### src/rtl/snoop_flush_tx.sv
// snoop_flush_tx
//   Per-cache transmitter for the shared 12-bit snooping data bus. Queues
//   flush/reply words from the cache controller, drives the head word onto
//   this cache's lane toward the data-bus arbiter, detects grant by
//   comparing the arbiter output with our own lane, holds the word for
//   HOLD_CYCLES consecutive granted cycles and then pulses done.
//
// Ports
//   clk        in   clock, rising edge
//   rst_n      in   asynchronous active-low reset
//   req_valid  in   controller offers a word
//   req_ready  out  FIFO has room (count < DEPTH)
//   req_op     in   2-bit message type (00 is discarded)
//   req_addr   in   4-bit block address
//   req_data   in   4-bit data nibble
//   bus_in     in   arbiter output, as seen by every cache
//   bus_tx     out  this cache's lane to the arbiter (registered)
//   done       out  one-cycle pulse when the head word completes (registered)
//   done_addr  out  address of the completed word (registered)
//   starve     out  head word has waited MAX_WAIT ungranted cycles (registered)
module snoop_flush_tx #(
  parameter int DEPTH       = 2,
  parameter int HOLD_CYCLES = 2,
  parameter int MAX_WAIT    = 8
) (
  input  logic        clk,
  input  logic        rst_n,
  input  logic        req_valid,
  output logic        req_ready,
  input  logic [1:0]  req_op,
  input  logic [3:0]  req_addr,
  input  logic [3:0]  req_data,
  input  logic [11:0] bus_in,
  output logic [11:0] bus_tx,
  output logic        done,
  output logic [3:0]  done_addr,
  output logic        starve
);

  localparam int PW = $clog2(DEPTH);
  localparam int CW = $clog2(DEPTH + 1);

  typedef enum logic [1:0] {IDLE, DRIVE, HOLD} state_t;

  state_t        state_q, state_d;
  logic [9:0]    mem_q [DEPTH];
  logic [PW-1:0] wr_ptr_q, rd_ptr_q;
  logic [CW-1:0] count_q;
  logic [11:0]   bus_tx_q, bus_tx_d;
  logic          done_q, done_d;
  logic [3:0]    done_addr_q, done_addr_d;
  logic          starve_q, starve_d;
  logic [7:0]    wait_q, wait_d;
  logic [3:0]    hold_q, hold_d;
  logic          push, finish, granted;
  logic [9:0]    head;

  // Ready depends only on occupancy; a pop in the same cycle does not
  // open a slot early.
  assign req_ready = (count_q < CW'(DEPTH));
  // Op 00 is handshaken but never stored.
  assign push      = req_valid && req_ready && (req_op != 2'b00);
  assign head      = mem_q[rd_ptr_q];
  // The arbiter forwards the winning lane, so seeing our own word on the
  // bus means we own it this cycle.
  assign granted   = (state_q != IDLE) && (bus_in == bus_tx_q);

  assign bus_tx    = bus_tx_q;
  assign done      = done_q;
  assign done_addr = done_addr_q;
  assign starve    = starve_q;

  // Storage carries no reset: contents are meaningless while count is 0.
  always_ff @(posedge clk) begin
    if (push) mem_q[wr_ptr_q] <= {req_op, req_addr, req_data};
  end

  always_comb begin
    state_d     = state_q;
    bus_tx_d    = bus_tx_q;
    done_d      = 1'b0;
    done_addr_d = done_addr_q;
    starve_d    = starve_q;
    wait_d      = wait_q;
    hold_d      = hold_q;
    finish      = 1'b0;
    case (state_q)
      IDLE: begin
        wait_d = '0;
        if (count_q != '0) begin
          bus_tx_d = {2'b01, head};
          state_d  = DRIVE;
        end
      end
      DRIVE: begin
        if (granted) begin
          hold_d   = 4'd1;
          wait_d   = '0;
          starve_d = 1'b0;
          if (HOLD_CYCLES == 1) finish = 1'b1;
          else                  state_d = HOLD;
        end else begin
          if (wait_q < 8'(MAX_WAIT)) wait_d = wait_q + 8'd1;
          if (wait_d == 8'(MAX_WAIT)) starve_d = 1'b1;
        end
      end
      HOLD: begin
        if (granted) begin
          hold_d = hold_q + 4'd1;
          if (hold_d == 4'(HOLD_CYCLES)) finish = 1'b1;
        end else begin
          // Preempted: the granted run must start over from scratch.
          state_d = DRIVE;
          hold_d  = '0;
        end
      end
      default: state_d = IDLE;
    endcase
    if (finish) begin
      done_d      = 1'b1;
      done_addr_d = head[7:4];
      bus_tx_d    = '0;
      state_d     = IDLE;
    end
  end

  always_ff @(posedge clk or negedge rst_n) begin
    if (!rst_n) begin
      state_q     <= IDLE;
      wr_ptr_q    <= '0;
      rd_ptr_q    <= '0;
      count_q     <= '0;
      bus_tx_q    <= '0;
      done_q      <= 1'b0;
      done_addr_q <= '0;
      starve_q    <= 1'b0;
      wait_q      <= '0;
      hold_q      <= '0;
    end else begin
      state_q     <= state_d;
      bus_tx_q    <= bus_tx_d;
      done_q      <= done_d;
      done_addr_q <= done_addr_d;
      starve_q    <= starve_d;
      wait_q      <= wait_d;
      hold_q      <= hold_d;
      // DEPTH is a power of two, so pointers wrap by natural overflow.
      if (push)   wr_ptr_q <= wr_ptr_q + PW'(1);
      if (finish) rd_ptr_q <= rd_ptr_q + PW'(1);
      case ({push, finish})
        2'b10:   count_q <= count_q + CW'(1);
        2'b01:   count_q <= count_q - CW'(1);
        default: count_q <= count_q;
      endcase
    end
  end

endmodule
### config.mk
export PLATFORM = sky130hd
export DESIGN_NAME = snoop_flush_tx
export DESIGN_NICKNAME = d
export VERILOG_FILES = /design/src/rtl/snoop_flush_tx.sv
export SDC_FILE = /design/constraint.sdc
export NUM_CORES = 1
export LEC_CHECK = 0
export BUFFER_PORTS_ARGS = -buffer_cell sky130_fd_sc_hd__buf_2
export CAP_MARGIN = 20
export CORE_MARGIN = 2
export CORE_UTILIZATION = 45
export DETAILED_ROUTE_END_ITERATION = 8
export GPL_TIMING_DRIVEN = 0
export PLACE_DENSITY_LB_ADDON = 0.15
export SLEW_MARGIN = 20
export SYNTH_ARGS = -nofsm -noshare
export SYNTH_HDL_FRONTEND = slang
export SYNTH_SLANG_ARGS = --single-unit
### constraint.sdc
create_clock -name clk -period 2.92 [get_ports clk]
set_input_delay 0.438 -clock clk [delete_from_list [all_inputs] [get_ports clk]]
set_output_delay 0.438 -clock clk [all_outputs]
set_load 0.01 [all_outputs]
# Word level (Yosys, flattened, before mapping)
# Memory sizes are Yosys's and may differ from the RTL's.
# Index checks and enable logic that the tools add are counted.
[totals]
wordCells = 72
register_bits = 36
ramBits = 20
input_bits = 25
memories = 1
out_inout_bits = 19
[memory_table]
columns = ["memory", "words", "width", "read_ports", "rd_clocked_by_memory_dff", "write_ports", "line", "source"]
rows = [
  ["mem_q", 2, 10, 1, 0, 1, "46", "logic [9:0] mem_q [DEPTH];"],
]
[classes]
magnitude_cmp = 2
n_mux = 25
n_addsub = 6
eq_ne = 11
n_reduce_logical = 17
[op_table]
columns = ["op", "count"]
rows = [
  ["two-way mux 12 bit", 3],
  ["two-way mux 8 bit", 4],
  ["nonzero test 2 bit", 9],
  ["case mux 8 bit (2 select lines)", 1],
  ["== test 12 bit", 1],
  ["inequality test 3 bit, second input constant", 3],
  ["adder 8 x 1 -> 8 bit, second input constant", 1],
  ["== test 8 x 4 -> 1 bit, second input constant", 1],
  ["less-than comparator 8 x 4 -> 1 bit, second input constant", 1],
  ["two-way mux 1 bit", 8],
  ["two-way mux 2 bit", 4],
  ["two-way mux 4 bit", 2],
  ["case mux 4 bit (2 select lines)", 1],
  ["case mux 2 bit (3 select lines)", 1],
  ["AND reduction 2 bit", 3],
  ["adder 4 x 1 -> 4 bit, second input constant", 1],
  ["== test 2 x 1 -> 1 bit, second input constant", 2],
  ["== test 2 bit, second input constant", 2],
  ["== test 4 x 2 -> 1 bit, second input constant", 1],
  ["case mux 2 bit (2 select lines)", 1],
  ["logical AND 1 bit", 3],
  ["AND reduction 3 bit", 1],
  ["adder 1 bit, second input constant", 2],
  ["adder 2 x 1 -> 2 bit, second input constant", 1],
  ["4 further kinds", 4],
]

# Logic depth before layout (Yosys ltp)
# Gate-level depths: netlist of the first run.
[logic_depth]
depth_word = 7
depth_mapped = 10
depth_no_buf = 9

# Least setup slack after synthesis of the first run
# OpenSTA, ideal clock, no wires.
[synth_timing]
path_kind = "register to register"
start = "register bus_tx_q[7] (netlist: bus_tx[7])"
end = "register count_q[1]"
stages_incl_launch_ff = 9
period_less_slack_ns = 2.193
n_path_buf = 1
slack_ns = 0.727
setup_time_ns = 0.080
t_arrival_ns = 2.113
required_time_ns = 2.840
cell_sequence = "dfrtp_1 xor2_1 nor4_1 nand3_1 nor3_4 buf_4 ha_1 nor2_1 xnor2_1"
[synth_via]
elab_chain_len = 6
elab_cells_between_ends = 8
classes_between = "3 x eq/ne; 3 x mux; 2 x reduce/logical"
[synth_rtl]
columns = ["element", "line", "source"]
rows = [
  ["start, declared", "49", "logic [11:0] bus_tx_q, bus_tx_d;"],
  ["start signal, assigned", "141", "bus_tx_q <= bus_tx_d;"],
  ["== test 12 bit *", "66", "assign granted = (state_q != IDLE) && (bus_in == bus_tx_q);"],
  ["logical AND 1 bit *", "66", ""],
  ["two-way mux 1 bit *", "108", "if (granted) begin"],
  ["two-way mux 1 bit *", "87", "case (state_q)"],
  ["== test 2 x 1 -> 1 bit / == test 2 bit (equally long branches)", "150", "case ({push, finish})"],
  ["case mux 2 bit (2 select lines) / nonzero test 2 bit (equally long branches)", "-", ""],
  ["end signal, assigned", "151", "2'b10: count_q <= count_q + CW'(1);"],
  ["end signal, assigned", "152", "2'b01: count_q <= count_q - CW'(1);"],
  ["end signal, assigned", "153", "default: count_q <= count_q;"],
  ["end, declared", "48", "logic [CW-1:0] count_q;"],
]
# Every way passes the cells marked *; elsewhere a longest branch is shown, timed or not.
# A chain may end at the register's enable or synchronous reset.

# Worst setup path in the final report of the first run
# Ends and elaborated chain as after synthesis.

==> impl_metrics.ini, run 1 <==
[floorplan]
start_util_pct = 46.7
die_w_um = 76.8
dieArea_sq_um = 5900
io_pins = 44
num_rows = 26
design.core.area_sq_um = 5110
chipHeight_um = 76.8

[worst_setup_path]
slowest_delay_ns = 0.50
cp_slowest_cell = nor3_4
endpoint_kind = flop
crit_type = flop to flop
crit_chain = xor2_1, nor4_1, nand3_1, nor3_4, buf_4, ha_1, nor2_1, xnor2_1
reg2reg_to = count_q[1]
crit_fanout = 11
worstPathRequired_ns = 3.15
cp_num_buf_inv = 1
cp_top_family = simple AND/OR/NAND/NOR gates
arrival_ns = 2.88
ff2ff_path_depth = 8
start_kind = flop
r2r_start = bus_tx[7]
reg2reg_slack_ns = 0.27

[synth]
yosys-top-cells-count = dfrtp_1 (35), edfxtp_1 (20), nand2_1 (17), xor2_1 (15), mux2i_1 (13)
ys.flop_type = dfrtp_1
synth.yosys.seq_area_share_pct = 61.9
netlist_area_sq_um = 2380
ys_seq_elements = 55
synth_top_cell_by_area = dfrtp_1
synth_cell_types = 34
synth_top_cell_area_share_pct = 36.7
synthArstFlopShare_pct = 63.6
synth_edf_count = 20
syn_avg_cell_area_sq_um = 12.2
synth_area_leaders = dfrtp_1 (37%), edfxtp_1 (25%), xor2_1 (5.5%), mux2i_1 (5.5%), nand2_1 (2.7%)
synthCells = 195
ys.warnings.count = 0
synth.net_count = 224
post-synth-top-count-cell = dfrtp_1

[clock_tree]
post_cts_buffers = 0
htree_levels = 2
numCtsBuffers = 5
clock_sinks = 55
tritoncts = done
clk-insertion-delay-late_ns = 0.30
cts_root_buffer = clkbuf_8
clock_path_buffers = 2
ctsResizeCount = 0
postCtsHoldBufs = 0
clkTransAtPathRegs_ns = 0.10

[timing]
tightest_slew_ns = 0.862
setup_viol = 0
hold_violations = 0
fin_crit_ns = 2.65
report.final.slew_viol_count = 0
max-slew-margin-rel_pct = 42.3
setup_slack_ns = 0.274
tns_ns = 0
fin_crit_sh_pct = 90.6
skew_ns = 0.00963
clock.fmax_ghz = 0.378
rsz0062_at_grt = no

[power]
max-vdd-ir-drop_uv = 311
leakagePower_uw = 0.00122
powerDensity_nw_per_um2 = 661

[global_route]
grt_pass1_wl_um = 7590
track_usage_pct = 16.2
overflow = 0
antenna_found_initial = 0
first_global_vias = 1567
grt_max_degree = 36

[detailed_routing]
wire_per_inst_um = 13.7
wirelength_um = 4310
via_count = 1562
drc = 0
antenna_left = 0
dr.pass1.iters = 4
drt-vias-per-instance = 4.96
drtIter0Drc = 132

[min_path]
worstHoldPathType = input port to asynchronous set/reset pin

[placement]
hpwlAfterDp_um = 3130
place.gp.congestion = 0.806
port_buffers = 42
preCtsSetupSlack_ns = 0.164

[outcome]
status = completed

[cells_and_area]
fin_nets = 273
n_antenna_cell = 0
syn2layout_area_growth_pct = 16.3
layout-drive-gt1-share_pct = 22.4
fin_util_pct = 54.3

[run]
cap_viol_max_count = 0
-- area by class of cell --
type,instances,area (sq um)
multi-input cells,122,826
clock buffers,5,68.8
clock inverters,3,22.5
flip-flops and latches,55,1480
well taps,70,87.6
inverters,11,41.3
plain buffers,7,41.3
repair buffers,42,210
fillers,469,2330
-- flip-flops by register name, indices dropped and copies added, names as in the netlist --
name and count:
rd_ptr_q 1, wr_ptr_q 1, count_q 2, wait_q 8, state_q 2, starve 1, hold_q 4, bus_tx 11
done 1, done_addr 4, mem_q 20
-- worst register-to-register path: stages, from the launching register on --
cell	delay, ns
dfrtp_1	0.44
xor2_1	0.18
nor4_1	0.39
nand3_1	0.26
nor3_4	0.50
buf_4	0.29
ha_1	0.28
nor2_1	0.14
xnor2_1	0.12
-- routing by layer --
| metal | vias up | GRT usage [%] | wire length, um |
|---|---|---|---|
| li1 | 780 | - | - |
| met1 | 744 | 23.4 | 2110 |
| met2 | 33 | 25.1 | 1990 |
| met3 | 5 | 3.53 | 175 |
| met4 | 0 | 3.82 | 31 |
| met5 | - | 0 | 0 |
-- power by group --
part / total [uW] / switching (uW) / internal (uW) / leakage (uW)
clock: 422 / 250 / 172 / 0.0000485
combinational: 405 / 217 / 189 / 0.000594
sequential: 1000 / 106 / 899 / 0.000577
-- layout by cell type (no fill, tap or decap), types with 4 or more instances in the layout --
cell type	count
mux2i_1	13
o22ai_1	9
edfxtp_1	20
buf_2	42
ha_1	4
xor2_1	15
nor2b_1	6
nor2_1	12
xnor2_1	5
dfrtp_1	35
clkbuf_8	5
nand3_1	4
nand2_1	17
o21ai_0	6
clkbuf_1	4
a21oi_1	5
nor4_1	4
inv_1	11
-- worst max path at each step --
stage	start	endpoint	slack, ns	cells after the start
global placement	bus_in[7]	count_q[1]	0.16	9
CTS	bus_tx[7]	count_q[1]	0.22	8
finish	bus_tx[7]	count_q[1]	0.27	8
detailed placement	bus_in[7]	count_q[1]	0.16	9
floorplan	bus_tx[7]	count_q[1]	0.73	8
global route	bus_tx[7]	count_q[1]	0.02	8
-- kinds of logic after synthesis --
| kind of cell | Yosys count | synth area share [%] |
|---|---|---|
| buf+inv | 18 | 3.46 |
| compound gates | 32 | 8.34 |
| flops | 55 | 61.9 |
| xor+xnor | 20 | 7.35 |
| fa+ha+maj | 4 | 2.10 |
| simple gates | 50 | 10.3 |
| other cells | 1 | 0.157 |
| mux | 15 | 6.40 |
-- metrics by stage --
| stage | hold slack, ns | total power (uW) | instance area (sq um) | instances |
|---|---|---|---|---|
| after floorplan | 0.142 | 1270 | 2380 | 195 |
| after global placement | 0.481 | 1430 | 2680 | 307 |
| after detailed placement | 0.493 | 1430 | 2680 | 307 |
| after CTS | 0.228 | 1860 | 2770 | 315 |
| after global routing | 0.270 | 1970 | 2770 | 315 |
| final | 0.211 | 1830 | 2770 | 315 |
(Power assumes the default switching activity.)
==> run 2: changes to the inputs <==
clock period = 2.8 ns   (was 2.92 ns; I/O delays follow)
==> impl_metrics.ini, run 2 (synthesis results as in run 1) <==
[outcome]
status = completed

[global_route]
antenna_found_initial = 0
grt_max_degree = 36
track_usage_pct = 16.2
grt_pass1_wl_um = 7590
overflow = 0
first_global_vias = 1567

[clock_tree]
clock_path_buffers = 2
htree_levels = 2
clk-insertion-delay-late_ns = 0.31
clock_sinks = 55
postCtsHoldBufs = 0
clkTransAtPathRegs_ns = 0.10
ctsResizeCount = 0
post_cts_buffers = 0
cts_root_buffer = clkbuf_8
numCtsBuffers = 5
tritoncts = done

[min_path]
worstHoldPathType = input port to asynchronous set/reset pin

[cells_and_area]
layout-drive-gt1-share_pct = 23.4
mostFrequentLayoutCell = buf_2
final_area_sq_um = 2800
top_register = mem_q
largest_reg_flops = 20
n_antenna_cell = 0
stdcell_count = 318
syn2layout_area_growth_pct = 17.3
fin_nets = 276
mostFrequentLayoutCells = buf_2 (42), dfrtp_1 (35), edfxtp_1 (20)

[detailed_routing]
top_layer = met4
via_count = 1585
wl_met2_um = 2000
wirelength_um = 4360
drc = 0
wire_per_inst_um = 13.7
wl_met3_um = 217
drt-vias-per-instance = 4.98
wl_met1_um = 2130
dr.pass1.iters = 6
drtIter0Drc = 114
antenna_left = 0

[timing]
hold_violations = 0
hold_ws_ns = 0.192
skew_ns = 0.00898
rsz0062_at_grt = no
tns_ns = 0
max-slew-margin-rel_pct = 39.8
clock.fmax_ghz = 0.424
setup_viol = 0
tightest_slew_ns = 0.900
report.final.slew_viol_count = 0
fin_crit_sh_pct = 84.2
fin_crit_ns = 2.36

[worst_setup_path]
ff2ff_path_depth = 8
reg2reg_to = count_q[1]
r2r_start = bus_tx[7]
crit_type = flop to flop
arrival_ns = 2.59
endpoint_kind = flop
worstPathRequired_ns = 3.03
reg2reg_slack_ns = 0.44
start_kind = flop
crit_fanout = 11

[floorplan]
num_rows = 26
die_w_um = 76.8
chipHeight_um = 76.8
start_util_pct = 46.7
dieArea_sq_um = 5900
io_pins = 44
design.core.area_sq_um = 5110

[power]
switching_share_pct = 31.3
comb_power_share_pct = 22.1
p_switching_uw = 598
leakagePower_uw = 0.00124
p_int_uw = 1310
finalPower_uw = 1910
max-vdd-ir-drop_uv = 324
powerDensity_nw_per_um2 = 684
pwr-share-clk_pct = 23.1
pwr-share-seq_pct = 54.8

[placement]
dpl-instance-area_sq_um = 2680
dp_cells = 307
port_buffers = 42
hpwlAfterDp_um = 3130
place.gp.congestion = 0.806

[run]
cap_viol_max_count = 0
-- run 2: critical path, stage by stage (launching register included) --
cell	delay [ns]
dfrtp_1	0.44
xor2_1	0.17
nor4_1	0.39
nand3_1	0.26
nor3_4	0.25
buf_4	0.24
ha_1	0.28
nor2_1	0.14
xnor2_1	0.12
-- run 2: worst max-delay path by stage --
stage / startpoint / to / slack [ns] / cells past startpoint
CTS: bus_tx[7] / count_q[1] / 0.10 / 8
global route: bus_tx[7] / count_q[1] / 0.22 / 8
finish: bus_tx[7] / count_q[1] / 0.44 / 8
detailed placement: bus_in[7] / count_q[1] / 0.06 / 9
floorplan: bus_tx[7] / count_q[1] / 0.61 / 8
global placement: bus_in[7] / count_q[1] / 0.05 / 9
-- run 2: power by group through the flow --
stage | logic (uW) | clock network, uW | registers, uW
floorplan | 248 | 0 | 1080
global placement | 420 | 0 | 1070
detailed placement | 428 | 0 | 1070
CTS | 430 | 456 | 1050
global route | 495 | 489 | 1070
finish | 423 | 441 | 1050
-- run 2: metrics by stage --
stage               worst slack, ns  utilization [%]
floorplan                     0.607                -
global placement             0.0534             52.5
detailed placement           0.0621             52.5
CTS                           0.103             54.3
global route                  0.225             54.8
finish                        0.443             54.8
-- run 2: final cells by class --
| cell class | instances | area (sq um) |
|---|---|---|
| tap | 70 | 87.6 |
| inverter | 11 | 41.3 |
| clock inverter | 3 | 22.5 |
| clock buffer | 5 | 68.8 |
| timing repair buffer | 45 | 233 |
| fill | 468 | 2310 |
| sequential | 55 | 1480 |
| buffer | 7 | 41.3 |
| multi-input combinational | 122 | 826 |
-- run 2: routing by layer --
layer / GRT usage [%] / vias to the layer above
met3: 3.53 / 4
met1: 23.4 / 757
li1: - / 788
met2: 25.1 / 36
met4: 3.82 / 0
met5: 0 / -
==> run 3: changes to the inputs <==
ABC_AREA = 1   (was not set)
clock period = 2.1 ns   (was 2.8 ns; I/O delays follow)
==> impl_metrics.ini, run 3 <==
[worst_setup_path]
worstPathRequired_ns = 2.30
start_kind = flop
arrival_ns = 2.13
startpoint = hold_q[1]
r2r_start = hold_q[1]
crit_type = flop to flop
crit_fanout = 3
endpoint_kind = flop

[detailed_routing]
wirelength_um = 5120
drtIter0Drc = 128
antenna_left = 0
dr.pass1.iters = 4
wire_per_inst_um = 12.5
drc = 0
drt-vias-per-instance = 4.80
via_count = 1962

[run]
cap_viol_max_count = 0

[synth]
synthCells = 284
synth.yosys.seq_area_share_pct = 56.0
netlist_area_sq_um = 2640
ys_seq_elements = 55
synth.net_count = 313
yosys-top-cells-count = nand2_1 (69), inv_1 (45), dfrtp_1 (35), nand3_1 (24), edfxtp_1 (20)
synth_area_leaders = dfrtp_1 (33%), edfxtp_1 (23%), nand2_1 (9.8%), inv_1 (6.4%), nand3_1 (4.6%)
ys.warnings.count = 0
synthArstFlopShare_pct = 63.6
synth_top_cell_area_share_pct = 33.2
syn_avg_cell_area_sq_um = 9.29
ys.flop_type = dfrtp_1
post-synth-top-count-cell = nand2_1
synth_top_cell_by_area = dfrtp_1
synth_edf_count = 20
synth_cell_types = 32

[cells_and_area]
stdcell_count = 409
largest_reg_flops = 20
regArea_sq_um = 1480
multi_input_area_sq_um = 947
mostFrequentLayoutCell = nand2_1
num-fill-cells = 520
top_register = mem_q
layout-drive-gt1-share_pct = 22.6
n_antenna_cell = 0
fin_nets = 365
final_area_sq_um = 3100
syn2layout_area_growth_pct = 17.4
mostFrequentLayoutCells = nand2_1 (69), inv_1 (45), buf_2 (44)
fin_util_pct = 55.6

[global_route]
grt_max_degree = 36
overflow = 0
track_usage_pct = 17.5
first_global_vias = 1825
antenna_found_initial = 0
grt_pass1_wl_um = 8560

[timing]
tightest_slew_ns = 0.849
clock.fmax_ghz = 0.518
skew_ns = 0.00514
rsz0062_at_grt = no
max-slew-margin-rel_pct = 43.2
setup_viol = 0
report.final.slew_viol_count = 0
hold_ws_ns = 0.0804
fin_crit_ns = 1.93
hold_violations = 0
fin_crit_sh_pct = 91.9
setup_slack_ns = 0.171

[clock_tree]
clk-insertion-delay-late_ns = 0.31
clock_path_buffers = 2
postCtsHoldBufs = 0
tritoncts = done
clkTransAtPathRegs_ns = 0.10
numCtsBuffers = 5
htree_levels = 2
cts_root_buffer = clkbuf_8
clock_sinks = 55

[placement]
place.gp.congestion = 0.785
hpwlAfterDp_um = 3770
dpl-instance-area_sq_um = 2940
port_buffers = 42
preCtsSetupSlack_ns = -0.0682
dp_cells = 398

[power]
p_switching_uw = 960
max-vdd-ir-drop_uv = 549
comb_power_share_pct = 26.0
switching_share_pct = 33.2
pwr-share-clk_pct = 25.3
powerDensity_nw_per_um2 = 934
pwr-share-seq_pct = 48.7
leakagePower_uw = 0.00155
p_int_uw = 1930

[floorplan]
chipHeight_um = 80.6
num_rows = 27
start_util_pct = 47.3
dieArea_sq_um = 6490
io_pins = 44
design.core.area_sq_um = 5570
die_w_um = 80.6

[outcome]
status = completed

[min_path]
worstHoldPathType = input port to asynchronous set/reset pin
[run 3: cell type report]
class,count,share of cell area [%]
plain buffers,6,1.49
clock buffers,5,2.22
multi-input cells,175,30.6
clock inverters,3,1.62
well taps,72,2.91
inverters,47,5.70
flip-flops and latches,55,47.7
repair buffers,46,7.76
[run 3: critical path: stages (launching register included)]
cell and delay [ns]:
dfrtp_1 0.42, ha_2 0.19, nand2_1 0.06, nand2_1 0.06
nor2_1 0.10, nand2_1 0.09, inv_1 0.08, nand4_2 0.15
inv_2 0.14, ha_4 0.22, a21oi_2 0.09, o21ai_1 0.08
xor2_1 0.14
[run 3: path summary, 6_finish.rpt]
kind,endpoint,slack [ns],depth (start not counted)
max,count_q[1],0.17,12
min,bus_tx[5],0.08,1
max reg2reg,count_q[1],0.17,12
min reg2reg,done_addr[1],0.49,2
max in group asynchronous,bus_tx[8],1.47,1
min in group clk,mem_q[1][5],0.18,1
[run 3: routing by layer]
metal  routed length [um]  GRT usage, %  vias up
li1                     -             -     1009
met1                 2410          23.4      912
met2                 2480          28.1       33
met3                  157          3.71        8
met4                   77          6.10        0
met5                    0             0        -
[run 3: cells by family (layout without fill, tap and decap cells)]
logic type | count (synthesis) | after routing | synth area share [%]
other | 1 | 1 | 0.142
buffers and inverters | 54 | 107 | 8.87
multiplexers | 10 | 10 | 3.79
AND/OR/NAND/NOR | 121 | 121 | 19.8
adder cells (fa/ha/maj) | 4 | 4 | 1.90
flip-flops | 55 | 55 | 56.0
AO/OA/AOI/OAI | 33 | 33 | 7.25
XOR/XNOR | 6 | 6 | 2.28
[run 3: through the flow]
stage / TNS, ns / total power [uW]
floorplan: 0 / 1900
global placement: -0.0209 / 2160
detailed placement: -0.0682 / 2190
CTS: 0 / 2930
global route: 0 / 3120
finish: 0 / 2890
[run 3: power by group through the flow]
stage	logic [uW]	registers [uW]	clock network, uW
6_report	751	1410	732
5_1_grt	883	1430	803
4_1_cts	761	1410	753
3_5_place_dp	754	1430	0
3_3_place_gp	732	1430	0
2_1_floorplan	469	1430	0
[run 3: timing repair]
action	CTS	global route
hold endpoints to repair	0	0
pin swaps	1	2
setup buffers	4	0
setup endpoints to repair	1	1
resized for setup	1	4
